File: config.mk
export PLATFORM = sky130hd
export DESIGN_NAME = anton_neopixel_stream
export DESIGN_NICKNAME = d
export VERILOG_FILES = /design/src/rtl/anton_neopixel_stream_pkg.sv /design/src/rtl/anton_neopixel_stream_bit_encoder.sv /design/src/rtl/anton_neopixel_stream.sv
export SDC_FILE = /design/constraint.sdc
export NUM_CORES = 1
export LEC_CHECK = 0
export CELL_PAD_IN_SITES_DETAIL_PLACEMENT = 0
export CELL_PAD_IN_SITES_GLOBAL_PLACEMENT = 1
export CORE_MARGIN = 5
export CORE_UTILIZATION = 40
export CTS_BUF_LIST = sky130_fd_sc_hd__clkbuf_8 sky130_fd_sc_hd__clkbuf_16
export DETAILED_ROUTE_END_ITERATION = 10
export PLACE_DENSITY = 0.76
export REMOVE_ABC_BUFFERS = 1
export SLEW_MARGIN = 20
export SYNTH_ARGS = -nofsm -noshare
export SYNTH_HDL_FRONTEND = slang
export SYNTH_SLANG_ARGS = --single-unit
File: constraint.sdc
create_clock -name busClk -period 11.7 [get_ports busClk]
set_clock_uncertainty 0.2 [all_clocks]
set_input_delay 2.34 -clock busClk [delete_from_list [all_inputs] [get_ports busClk]]
set_output_delay 2.34 -clock busClk [all_outputs]
set_load 0.05 [all_outputs]
File: src/rtl/anton_neopixel_stream_pkg.sv
// Shared definitions for the NeoPixel streaming engine:
// state encoding, NRZ timing defaults and byte-walk helpers.
`ifndef ANTON_NEOPIXEL_MACROS
`define ANTON_NEOPIXEL_MACROS
`define CLOG2(x) $clog2(x)
`define BUFFER_END_DEFAULT 767
`define SANITIZE_BUFFER_END(x) (((x) < 2) ? 2 : (x))
`endif

package anton_neopixel_stream_pkg;

    typedef enum logic [1:0] {
        ST_IDLE,
        ST_PREFETCH,
        ST_BIT,
        ST_LATCH
    } streamState_t;

    localparam int BIT_CYCLES_DEFAULT   = 25;
    localparam int T0H_CYCLES_DEFAULT   = 8;
    localparam int T1H_CYCLES_DEFAULT   = 16;
    localparam int RESET_CYCLES_DEFAULT = 1000;

    // Next byte to send; 32-bit pixels skip their 4th byte.
    function automatic logic [15:0] nextByteIdx(
        input logic [15:0] idx,
        input logic        mode32
    );
        if (mode32 && (idx[1:0] == 2'd2))
            return idx + 16'd2;
        return idx + 16'd1;
    endfunction

    // Index of the final byte of the frame, never a skipped byte.
    function automatic logic [15:0] lastByteIdx(
        input logic [12:0] maxPixel,
        input logic        limit,
        input logic        mode32,
        input logic [15:0] bufEnd
    );
        logic [15:0] m;
        logic [15:0] last;
        m = {3'b000, maxPixel};
        if (limit)
            last = mode32 ? (m << 2) + 16'd2
                          : (m << 1) + m + 16'd2;
        else
            last = bufEnd;
        if (last > bufEnd)
            last = bufEnd;
        if (mode32 && (last[1:0] == 2'd3))
            last = last - 16'd1;
        return last;
    endfunction

endpackage

File: src/rtl/anton_neopixel_stream_bit_encoder.sv
// Byte serialiser: shifts a byte out MSB-first as WS2812 NRZ
// pulses and flags the last cycle of the 8th bit.
module anton_neopixel_bit_encoder
    import anton_neopixel_stream_pkg::*;
#(
    parameter int BIT_CYCLES = BIT_CYCLES_DEFAULT,
    parameter int T0H_CYCLES = T0H_CYCLES_DEFAULT,
    parameter int T1H_CYCLES = T1H_CYCLES_DEFAULT
) (
    input  logic       busClk,
    input  logic       syncReset,
    input  logic       clear,
    input  logic       load,
    input  logic [7:0] loadByte,
    output logic       done,
    output logic       neoData
);

    localparam int CW = (BIT_CYCLES > 1) ? $clog2(BIT_CYCLES) : 1;
    localparam logic [CW-1:0] LAST_CNT = CW'(BIT_CYCLES - 1);

    logic [CW-1:0] bitCnt;
    logic [2:0]    bitNum;
    logic [7:0]    shifter;
    logic          active;
    logic          bitWrap;

    function automatic logic highFor(
        input logic [CW-1:0] cnt,
        input logic          msb
    );
        return int'(cnt) < (msb ? T1H_CYCLES : T0H_CYCLES);
    endfunction

    assign bitWrap = active && (bitCnt == LAST_CNT);
    assign done    = bitWrap && (bitNum == 3'd7);

    // Bit timing, shifting and registered pulse output.
    always_ff @(posedge busClk) begin
        if (syncReset || clear) begin
            bitCnt  <= '0;
            bitNum  <= '0;
            shifter <= '0;
            active  <= 1'b0;
            neoData <= 1'b0;
        end else if (load) begin
            shifter <= loadByte;
            bitCnt  <= '0;
            bitNum  <= '0;
            active  <= 1'b1;
            neoData <= highFor('0, loadByte[7]);
        end else if (active) begin
            if (bitWrap) begin
                bitCnt <= '0;
                if (bitNum == 3'd7) begin
                    bitNum  <= '0;
                    active  <= 1'b0;
                    neoData <= 1'b0;
                end else begin
                    bitNum  <= bitNum + 3'd1;
                    shifter <= shifter << 1;
                    neoData <= highFor('0, shifter[6]);
                end
            end else begin
                bitCnt  <= bitCnt + 1'b1;
                neoData <= highFor(bitCnt + 1'b1, shifter[7]);
            end
        end
    end

endmodule

File: src/rtl/anton_neopixel_stream.sv
// Frame-buffer walker: sequences bytes into the NRZ encoder,
// then holds the latch period and signals frame completion.
module anton_neopixel_stream
    import anton_neopixel_stream_pkg::*;
#(
    parameter int BUFFER_END   = `BUFFER_END_DEFAULT,
    parameter int BIT_CYCLES   = BIT_CYCLES_DEFAULT,
    parameter int T0H_CYCLES   = T0H_CYCLES_DEFAULT,
    parameter int T1H_CYCLES   = T1H_CYCLES_DEFAULT,
    parameter int RESET_CYCLES = RESET_CYCLES_DEFAULT,
    localparam int BUFFER_BITS = `CLOG2(BUFFER_END + 1)
) (
    input  logic                   busClk,
    input  logic                   syncReset,
    input  logic [12:0]            regMax,
    input  logic                   regCtrlInit,
    input  logic                   regCtrlLimit,
    input  logic                   regCtrlRun,
    input  logic                   regCtrl32bit,
    output logic [BUFFER_BITS-1:0] pixelIndexComb,
    input  logic [7:0]             pixelByte,
    output logic                   streamSyncOf,
    output logic                   state,
    output logic                   neoData
);

    localparam int END_SAFE = `SANITIZE_BUFFER_END(BUFFER_END);
    localparam int LW =
        (RESET_CYCLES > 1) ? $clog2(RESET_CYCLES) : 1;
    localparam logic [LW-1:0] LATCH_LAST = LW'(RESET_CYCLES - 1);

    streamState_t           stateQ;
    logic [BUFFER_BITS-1:0] byteIdx;
    logic [BUFFER_BITS-1:0] stepIdx;
    logic [15:0]            lastQ;
    logic                   mode32Q;
    logic                   lastSent;
    logic                   atLast;
    logic [LW-1:0]          latchCnt;
    logic                   encLoad;
    logic                   encDone;

    assign pixelIndexComb = byteIdx;
    assign state          = (stateQ != ST_IDLE);
    assign atLast         = (16'(byteIdx) >= lastQ);
    assign stepIdx        =
        BUFFER_BITS'(nextByteIdx(16'(byteIdx), mode32Q));

    // Hand the encoder a fresh byte after prefetch and at every
    // byte boundary that is not the end of the frame.
    assign encLoad = !regCtrlInit &&
        ((stateQ == ST_PREFETCH) ||
         ((stateQ == ST_BIT) && encDone && !lastSent));

    anton_neopixel_bit_encoder #(
        .BIT_CYCLES (BIT_CYCLES),
        .T0H_CYCLES (T0H_CYCLES),
        .T1H_CYCLES (T1H_CYCLES)
    ) u_enc (
        .busClk    (busClk),
        .syncReset (syncReset),
        .clear     (regCtrlInit),
        .load      (encLoad),
        .loadByte  (pixelByte),
        .done      (encDone),
        .neoData   (neoData)
    );

    // Frame sequencer: start, byte walk, latch and completion pulse.
    always_ff @(posedge busClk) begin
        if (syncReset || regCtrlInit) begin
            stateQ       <= ST_IDLE;
            byteIdx      <= '0;
            lastQ        <= '0;
            mode32Q      <= 1'b0;
            lastSent     <= 1'b0;
            latchCnt     <= '0;
            streamSyncOf <= 1'b0;
        end else begin
            streamSyncOf <= 1'b0;
            unique case (stateQ)
                ST_IDLE: begin
                    byteIdx  <= '0;
                    lastSent <= 1'b0;
                    if (regCtrlRun) begin
                        stateQ  <= ST_PREFETCH;
                        mode32Q <= regCtrl32bit;
                        lastQ   <= lastByteIdx(regMax,
                            regCtrlLimit, regCtrl32bit,
                            16'(END_SAFE));
                    end
                end
                ST_PREFETCH: begin
                    stateQ   <= ST_BIT;
                    lastSent <= atLast;
                    if (!atLast)
                        byteIdx <= stepIdx;
                end
                ST_BIT: begin
                    if (encDone) begin
                        if (lastSent) begin
                            stateQ       <= ST_LATCH;
                            latchCnt     <= '0;
                            streamSyncOf <= (LATCH_LAST == '0);
                        end else begin
                            lastSent <= atLast;
                            if (!atLast)
                                byteIdx <= stepIdx;
                        end
                    end
                end
                ST_LATCH: begin
                    if (latchCnt == LATCH_LAST) begin
                        stateQ   <= ST_IDLE;
                        latchCnt <= '0;
                        byteIdx  <= '0;
                    end else begin
                        latchCnt     <= latchCnt + 1'b1;
                        streamSyncOf <=
                            ((latchCnt + 1'b1) == LATCH_LAST);
                    end
                end
            endcase
        end
    end

endmodule

### After elaboration in Yosys (flattened, before gate mapping)

Index checks and enable logic that the tools add are counted.

| word-level totals | value |
|---|---|
| flip-flop bits (word level) | 59 |
| bits of input ports | 27 |
| word-level logic and storage cells | 115 |

| cells by class | value |
|---|---|
| add/subtract/negate cells | 9 |
| magnitude comparators | 5 |
| equal/unequal tests | 15 |
| multiplexer cells | 47 |
| bitwise gates (word level) | 1 |
| reduce and logical (&&, ||, !) cells | 26 |

Operators by type and width:

| operator | number |
|---|---|
| two-way mux 16 bit | 10 |
| two-way mux 10 bit | 9 |
| < comparator 1 x 32 -> 1 bit, first input constant | 2 |
| case mux 10 bit (4 select lines) | 1 |
| adder 15 x 2 -> 16 bit, second input constant | 2 |
| < comparator 6 x 32 -> 1 bit | 1 |
| two-way mux 8 bit | 4 |
| adder 10 x 1 -> 10 bit, second input constant | 2 |
| == test 10 bit, second input constant | 2 |
| two-way mux 5 bit | 4 |
| case mux 10 bit (2 select lines) | 1 |
| >= comparator 10 x 16 -> 1 bit | 1 |
| greater-than comparator 16 x 10 -> 1 bit, second input constant | 1 |
| subtractor 16 x 1 -> 16 bit, second input constant | 1 |
| adder 14 x 13 -> 15 bit | 1 |
| != test 2 bit, second input constant | 6 |
| two-way mux 1 bit | 11 |
| adder 10 x 2 -> 10 bit, second input constant | 1 |
| AND reduction 3 bit | 3 |
| == test 2 bit, second input constant | 4 |
| two-way mux 2 bit | 4 |
| case mux 2 bit (4 select lines) | 1 |
| nonzero test 2 bit | 4 |
| logical AND 1 bit | 7 |
| other kinds (16) | 20 |

### Logic depth before layout (Yosys ltp)

Gate-level depths: netlist of run 1.

| depth | value |
|---|---|
| depth in word-level cells | 15 |
| gate-level depth with buffers | 19 |
| mapped depth without buffers | 19 |

### Cells and area by module

Synthesis of run 1 repeated with hierarchy kept, for this count alone.

| unflattened totals | value |
|---|---|
| cell total of the unflattened synthesis | 547 |
| area, all modules | 4479.3 µm² |

By module, submodules not included:

| module | times used | cells an instance | area each (µm²) |
|---|---|---|---|
| anton_neopixel_stream | 1 | 447 | 3590.9 |
| anton_neopixel_bit_encoder | 1 | 100 | 888.4 |

### Least setup slack after synthesis of run 1

No wires, ideal clock.

| timing | value |
|---|---|
| path kind | input port to flip-flop |
| from | input port regMax[1] |
| to | register lastQ[8] |
| setup time | 0.117 ns |
| arrival time | 5.849 ns |
| slack | 5.534 ns |
| stages | 17 |
| buffers on the path | 0 |
| cell sequence | ha_1 -> ha_1 -> fa_1 -> a21o_1 -> o2bb2ai_2 -> mux2i_1 -> a311oi_2 -> o221ai_2 -> nor3_4 -> nand3_2 -> inv_1 -> ha_1 -> nand3_1 -> nor4_1 -> nand2_1 -> xor2_1 -> a32o_1 |

| between the ends | value |
|---|---|
| cells in the longest elaborated chain, start to end | 15 |
| elaborated cells between the ends (all ways) | 17 |
| those cells by class | add/sub: 4; order compare: 1; eq/ne: 1; mux: 10; reduce/logical: 1 |

Ends and longest elaborated chain:

| item | RTL line | text |
|---|---|---|
| start, declared | anton_neopixel_stream.sv:15 | `input logic [12:0] regMax,` |
| adder 14 x 13 -> 15 bit | anton_neopixel_stream_pkg.sv:46 | `: (m << 1) + m + 16'd2;` |
| adder 15 x 2 -> 16 bit | anton_neopixel_stream_pkg.sv:46 |  |
| two-way mux 16 bit * | anton_neopixel_stream_pkg.sv:45 | `last = mode32 ? (m << 2) + 16'd2` |
| two-way mux 16 bit * | anton_neopixel_stream_pkg.sv:44 | `if (limit)` |
| two-way mux 16 bit * | anton_neopixel_stream.sv:85 | `if (regCtrlRun) begin` |
| two-way mux 16 bit * | anton_neopixel_stream.sv:81 | `unique case (stateQ)` |
| two-way mux 16 bit * | anton_neopixel_stream.sv:71 | `if (syncReset \|\| regCtrlInit) begin` |
| greater-than comparator 16 x 10 -> 1 bit | anton_neopixel_stream_pkg.sv:49 | `if (last > bufEnd)` |
| two-way mux 16 bit * | anton_neopixel_stream_pkg.sv:49 |  |
| two-way mux 16 bit * | anton_neopixel_stream.sv:85 |  |
| two-way mux 16 bit * | anton_neopixel_stream.sv:81 |  |
| two-way mux 16 bit * | anton_neopixel_stream.sv:71 |  |
| parallel branches: the longest is 2 deep, another holds subtractor 16 x 1 -> 16 bit | -- |  |
| two-way mux 16 bit * | anton_neopixel_stream_pkg.sv:51 | `if (mode32 && (last[1:0] == 2'd3))` |
| end signal, assigned | anton_neopixel_stream.sv:88 | `lastQ <= lastByteIdx(regMax,` |
| end, declared | anton_neopixel_stream.sv:35 | `logic [15:0] lastQ;` |

Every way passes the cells marked *. The select of a mux whose other input is x is not followed.
A chain may end at the register's enable or synchronous reset.

### Final worst setup path of run 1

| timing | value |
|---|---|
| from | input port regMax[0] |
| to | register lastQ[8] |

The elaborated chain is that of the path after synthesis.

==> out/results.ini, run 1 <==
[status]
outcome = complete, no violations

[logic_synthesis]
async_reset_ff_share_pct = 0
synth_top_area_share_pct = 27.8
synthTopCellsByCount = 59 x dfxtp_1, 53 x ha_1, 49 x nand2_1
ys_warn_count = 0
synth_ff_type = dfxtp_1
synth_area_leaders = dfxtp_1 28%, ha_1 16%, a21oi_1 4.6%
synth.distinct_cells = 64
yosys.area.top_type = dfxtp_1
synth_seq_cells = 59
ys_seq_area_share_pct = 27.8
avgSynthCellArea_um2 = 8.10
synthesis.area_um2 = 4250
synth-edff-count = 0
syn_inst = 524
synth.most_common_cell = dfxtp_1

[worst_setup_path]
cpPeakStageDelay_ns = 0.50
critical_path.startpoint_type = input port
reg2reg_from = pixelIndexComb[0]$_SDFFE_PP0P_
cp_max_fo = 10
worstPathCellList = clkdlybuf4s50_1 > inv_1 > ha_1 > inv_1 > ha_1 > fa_1 > a21o_1 > o2bb2ai_2 > mux2i_1 > a311oi_2 > o221ai_2 > nor3_4 > nand3_2 > inv_1 > ha_1 > nand3_1 > nor4_1 > nand2_1 > xor2_1 > a32o_1
crit_arrival_ns = 6.74
rr_endpoint = pixelIndexComb[5]$_SDFFE_PP0P_
cp_slowest_cell = clkdlybuf4s50_1
required_ns = 11.73
crit_buf_inv = 4
rr_worst_depth = 10
crit_path_end_kind = register
crit_family = simple AND/OR/NAND/NOR gates
critPathLaunch = regMax[0]
reg2reg_slack_ns = 8.62
critPathKind = input port to register

[detailed_routing]
via_per_inst = 5.47
drtPass1Iterations = 5
route.vias.total = 3823
ant_nets = 0
dr.first_iter.drc_count = 270
drt-wirelength-per-cell_um = 14.0
drcViolationCount = 0
wl_um = 9760

[floorplan]
die_height_um = 113
ioPinCount = 40
die_area_um2 = 12800
die_w_um = 113
start_util_pct = 41.1
core_um2 = 10300
core.rowCount = 37

[clock_tree]
cts-root-buf = clkbuf_8
postCtsHoldBufs = 0
postCtsSetupRepairBufs = 0
htreeDepth = 3
ctsResizeCount = 0
clock_latency_ns = 0.35
cts_made_buffers = 9
cts_sinks = 59
cts_tree = done
clockBufferDepth = 2
clkTransAtPathRegs_ns = 0.06

[power_and_ir_drop]
clockPowerShare_pct = 34.5
p_int_mw = 0.332
seq_power_share_pct = 43.5
comb_power_share_pct = 22.0
switchingPower_mw = 0.142
cellLeakagePower_nw = 1.90
ir_worst_vdd_v = 0.0000433
p_sw_share_pct = 30.0
pwr_density_cell_nw_per_um2 = 96.2

[sta]
holdWs_ns = 0.244
setup_viol = 0
fin_crit_ns = 6.70
worst_slew_margin_rel_pct = 36.8
drv_slew = 0
rsz0062_at_grt = no
fmax_ghz = 0.149
post-route-period-util_pct = 57.3
setup_tns_ns = 0
finalHoldViolations = 0
tightest_slew_ns = 0.945

[final_layout]
fin_nets = 639
final_cells = 699
drive_gt1_share_pct = 6.22
area_growth_pct = 16.1
diodes = 0
final_util_pct = 47.8
fillers = 1054

[global_route]
grtUsageTotal_pct = 15.6
grt_pass1_wl_um = 16500
grt_max_degree = 32
antenna_found_initial = 0
grt_pass1_vias = 3583
overflow = 0

[placed_design]
place_inst = 683
routabilityCongestion = 0.800
port-buffer-count = 39
hpwl_um = 7410

[run]
drv_cap = 0

[hold_path]
hold_path_depth = 2
hp-class = register to register
hp-start = lastQ[14]$_SDFFE_PP0P_
hold_end = lastQ[14]$_SDFFE_PP0P_

final cells by class:
| class | instances | area, µm² | share of cell area (%) |
|---|---|---|---|
| clock buffers | 11 | 151 | 3.07 |
| multi-input cells | 412 | 2860 | 58.1 |
| flip-flops and latches | 59 | 1180 | 24.0 |
| inverters | 33 | 124 | 2.51 |
| clock inverters | 5 | 21.3 | 0.431 |
| repair buffers | 43 | 420 | 8.53 |
| well taps | 136 | 170 | 3.45 |
kinds of logic (layout without fill, tap and decap cells):
kind of cell	count (synthesis)	count (layout)	share of synthesized area, %
AO/OA/AOI/OAI	134	134	21.5
XOR/XNOR	18	18	3.71
adder cells (fa/ha/maj)	54	54	16.1
buffers and inverters	53	92	4.77
flip-flops	59	59	27.8
multiplexers	15	15	3.59
AND/OR/NAND/NOR	191	191	22.5
stage by stage:
step                      total power, mW  setup WS [ns]  instance area [µm²]
final                               0.474           5.00                 4930
after global routing                0.501           4.55                 4930
after CTS                           0.481           5.01                 4930
after detailed placement            0.315           4.64                 4760
after global placement              0.314           4.73                 4760
after floorplan                     0.282           5.54                 4170
cell usage in the layout (no fill, tap or decap), drive strengths merged, types with 4 or more instances in the layout:
master         synthesis  layout
a211oi                 9       9
a21o                   8       8
a21oi                 40      40
a31oi                  5       5
and3                  11      11
buf                    6       4
clkbuf                14      11
clkdlybuf4s50          0      39
dfxtp                 59      59
ha                    53      53
inv                   33      36
mux2i                 13      13
nand2                 49      49
nand2b                 6       6
nand3                 25      25
nand3b                 5       5
nand4                  5       5
nor2                  48      48
nor2b                  5       5
nor3                  11      11
nor4                   4       4
o211ai                 4       4
o21ai                 35      35
o221a                  5       5
or3                    7       7
or4                    4       4
xnor2                 11      11
xor2                   7       7
layer usage:
layer  track usage (%)  part of all wire [%]
met5                 0                     0
met4              7.21                   1.7
met3              2.73                   4.0
met2              25.9                    48
met1              19.6                    46
sequential cells by signal (all words and copies together) (netlist names):
| signal | flops |
|---|---|
| lastQ | 16 |
| lastSent | 1 |
| latchCnt | 10 |
| mode32Q | 1 |
| pixelIndexComb | 10 |
| stateQ | 2 |
| streamSyncOf | 1 |
| u_enc.active | 1 |
| u_enc.bitCnt | 5 |
| u_enc.bitNum | 3 |
| u_enc.neoData | 1 |
| u_enc.shifter | 8 |
how the worst max path moves through the flow:
stage / end / slack, ns / cells past startpoint
floorplan: lastQ[8]$_SDFFE_PP0P_ / 5.54 / 17
global placement: lastQ[8]$_SDFFE_PP0P_ / 4.73 / 18
detailed placement: lastQ[8]$_SDFFE_PP0P_ / 4.64 / 20
CTS: lastQ[8]$_SDFFE_PP0P_ / 5.01 / 20
global route: lastQ[8]$_SDFFE_PP0P_ / 4.55 / 20
finish: lastQ[8]$_SDFFE_PP0P_ / 5.00 / 20
worst min-delay path: cells and delay by family (launching register included):
family	cells	cell delay, ns
compound gates	1	0.05
flops	1	0.31
simple gates	1	0.05
power by group through the flow:
stage          clock network [mW]  logic [mW]  registers [mW]
3_5_place_dp                    0       0.104           0.211
4_1_cts                     0.170       0.105           0.206
6_report                    0.164       0.104           0.206
3_3_place_gp                    0       0.103           0.211
2_1_floorplan                   0      0.0704           0.211
5_1_grt                     0.179       0.115           0.207
(Power assumes the default switching activity.)
==> run 2, diff against run 1 <==
- clock period: 11.7 -> 6.7 ns (I/O delays scaled with it)
==> out/results.ini, run 2 (synthesized netlist as in run 1, its figures left out) <==
[worst_setup_path]
required_ns = 6.73  ; was 11.73 ns
crit_arrival_ns = 5.75  ; was 6.74 ns
rr_worst_depth = 10  ; unchanged
cp_max_fo = 10  ; unchanged
crit_path_end_kind = register  ; unchanged
critPathKind = input port to register  ; unchanged
critical_path.startpoint_type = input port  ; unchanged

[sta]
setup_viol = 0  ; unchanged
setup_tns_ns = 0  ; unchanged
tightest_slew_ns = 0.960  ; was 0.945 ns
fin_crit_ns = 5.72
finalHoldViolations = 0  ; unchanged
rsz0062_at_grt = no  ; unchanged
post-route-period-util_pct = 85.3
worst_slew_margin_rel_pct = 35.8  ; was 36.8%
drv_slew = 0  ; unchanged
fmax_ghz = 0.175

[clock_tree]
clockBufferDepth = 2  ; unchanged
cts-root-buf = clkbuf_8  ; unchanged
ctsResizeCount = 0  ; unchanged
postCtsHoldBufs = 0  ; unchanged
clock_latency_ns = 0.34  ; was 0.35 ns
cts_tree = done  ; unchanged
htreeDepth = 3  ; unchanged
cts_sinks = 59  ; unchanged
cts_made_buffers = 9  ; unchanged
postCtsSetupRepairBufs = 0  ; unchanged
clkTransAtPathRegs_ns = 0.06  ; about the same

[final_layout]
fin_nets = 640  ; was 639
area_growth_pct = 17.6  ; was 16.1%
final_cell_mix = 59 x dfxtp_1, 53 x ha_1, 49 x nand2_1  ; unchanged
drive_gt1_share_pct = 6.91  ; was 6.22%
largest_register_ffs = 16  ; unchanged
regMostFlops = lastQ  ; unchanged
diodes = 0  ; unchanged
final_common_cell = dfxtp_1  ; unchanged

[hold_path]
hold_path_depth = 2  ; unchanged
hp-class = register to register  ; unchanged

[floorplan]
core_um2 = 10300  ; unchanged
ioPinCount = 40  ; unchanged
start_util_pct = 41.1  ; unchanged
core.rowCount = 37  ; unchanged
die_area_um2 = 12800  ; unchanged
die_w_um = 113  ; unchanged
die_height_um = 113  ; unchanged

[power_and_ir_drop]
switchingPower_mw = 0.252  ; was 0.142 mW
cellLeakagePower_nw = 1.92  ; was 1.90 nW
seq_power_share_pct = 39.5  ; was 43.5%
p_int_mw = 0.659  ; was 0.332 mW
ir_worst_vdd_v = 0.0000884  ; was 0.0000433 V
comb_power_share_pct = 19.9  ; was 22.0%
finalPower_mw = 0.911  ; was 0.474 mW
p_sw_share_pct = 27.7  ; was 30.0%
pwr_density_cell_nw_per_um2 = 183  ; was 96.2 nW/µm²
clockPowerShare_pct = 40.5  ; was 34.5%

[global_route]
overflow = 0  ; unchanged
grtUsageTotal_pct = 15.4  ; was 15.6%
antenna_found_initial = 0  ; unchanged
grt_pass1_vias = 3549  ; was 3583
grt_max_degree = 32  ; unchanged
grt_pass1_wl_um = 16500  ; about the same

[placed_design]
port-buffer-count = 39  ; unchanged
routabilityCongestion = 0.816  ; was 0.800
hpwl_um = 7380  ; was 7410 µm

[detailed_routing]
via_per_inst = 5.37  ; was 5.47
drtPass1Iterations = 4  ; was 5
ant_nets = 0  ; unchanged
drt-wirelength-per-cell_um = 13.7  ; was 14.0 µm
dr.first_iter.drc_count = 175  ; was 270
drcViolationCount = 0  ; unchanged
route.vias.total = 3762  ; was 3823
wl_um = 9600  ; was 9760 µm

[run]
drv_cap = 0  ; unchanged

[status]
outcome = complete, no violations  ; unchanged

[run 2: worst max-delay path: stages]
cell and delay, ns:
clkdlybuf4s50_1 0.51, inv_1 0.10, ha_1 0.15, inv_1 0.04, ha_1 0.21, fa_1 0.44, a21o_1 0.23, o2bb2ai_2 0.13
mux2i_1 0.13, a311oi_2 0.38, o221ai_2 0.18, nor3_4 0.39, nand3_2 0.16, inv_1 0.10, ha_1 0.15, nand3_1 0.12
nor4_1 0.45, nand2_1 0.13, xor2_1 0.16, a32o_1 0.26
[run 2: final timing paths]
kind	endpoint	slack (ns)	startpoint
worst max register to register	pixelIndexComb[5]$_SDFFE_PP0P_	3.61	pixelIndexComb[0]$_SDFFE_PP0P_
worst max-delay path	lastQ[8]$_SDFFE_PP0P_	0.98	regMax[0]
worst min-delay path	lastQ[14]$_SDFFE_PP0P_	0.25	lastQ[14]$_SDFFE_PP0P_
worst min register to register	lastQ[14]$_SDFFE_PP0P_	0.25	lastQ[14]$_SDFFE_PP0P_
[run 2: per-stage QoR]
stage                     util, %  cell area, µm²  instances  setup WS [ns]  hold slack, ns
after floorplan                 -            4170        504           1.54           0.220
after global placement       46.2            4770        684          0.768           0.238
after detailed placement     46.2            4770        684          0.630           0.243
after CTS                    48.4            4990        700          0.988           0.252
after global routing         48.4            4990        700          0.606           0.270
final                        48.4            4990        700          0.983           0.250
[run 2: power groups by stage]
stage	Sequential [mW]	Combinational [mW]	Clock [mW]
2_1_floorplan	0.369	0.123	0
3_3_place_gp	0.368	0.181	0
3_5_place_dp	0.368	0.181	0
4_1_cts	0.360	0.183	0.382
5_1_grt	0.361	0.203	0.400
6_report	0.360	0.181	0.369
[run 2: cell type report]
cell class,count,area [µm²]
timing repair buffer,44,428
clock inverter,5,75.1
tap,136,170
sequential,59,1180
inverter,33,124
clock buffer,11,151
fill,1026,5330
multi-input combinational,412,2860
[run 2: metal layers]
metal / track usage, % / routed length [µm]
met1: 20.0 / 4610
met2: 25.7 / 4610
met3: 2.78 / 274
met4: 5.13 / 101
met5: 0 / 0
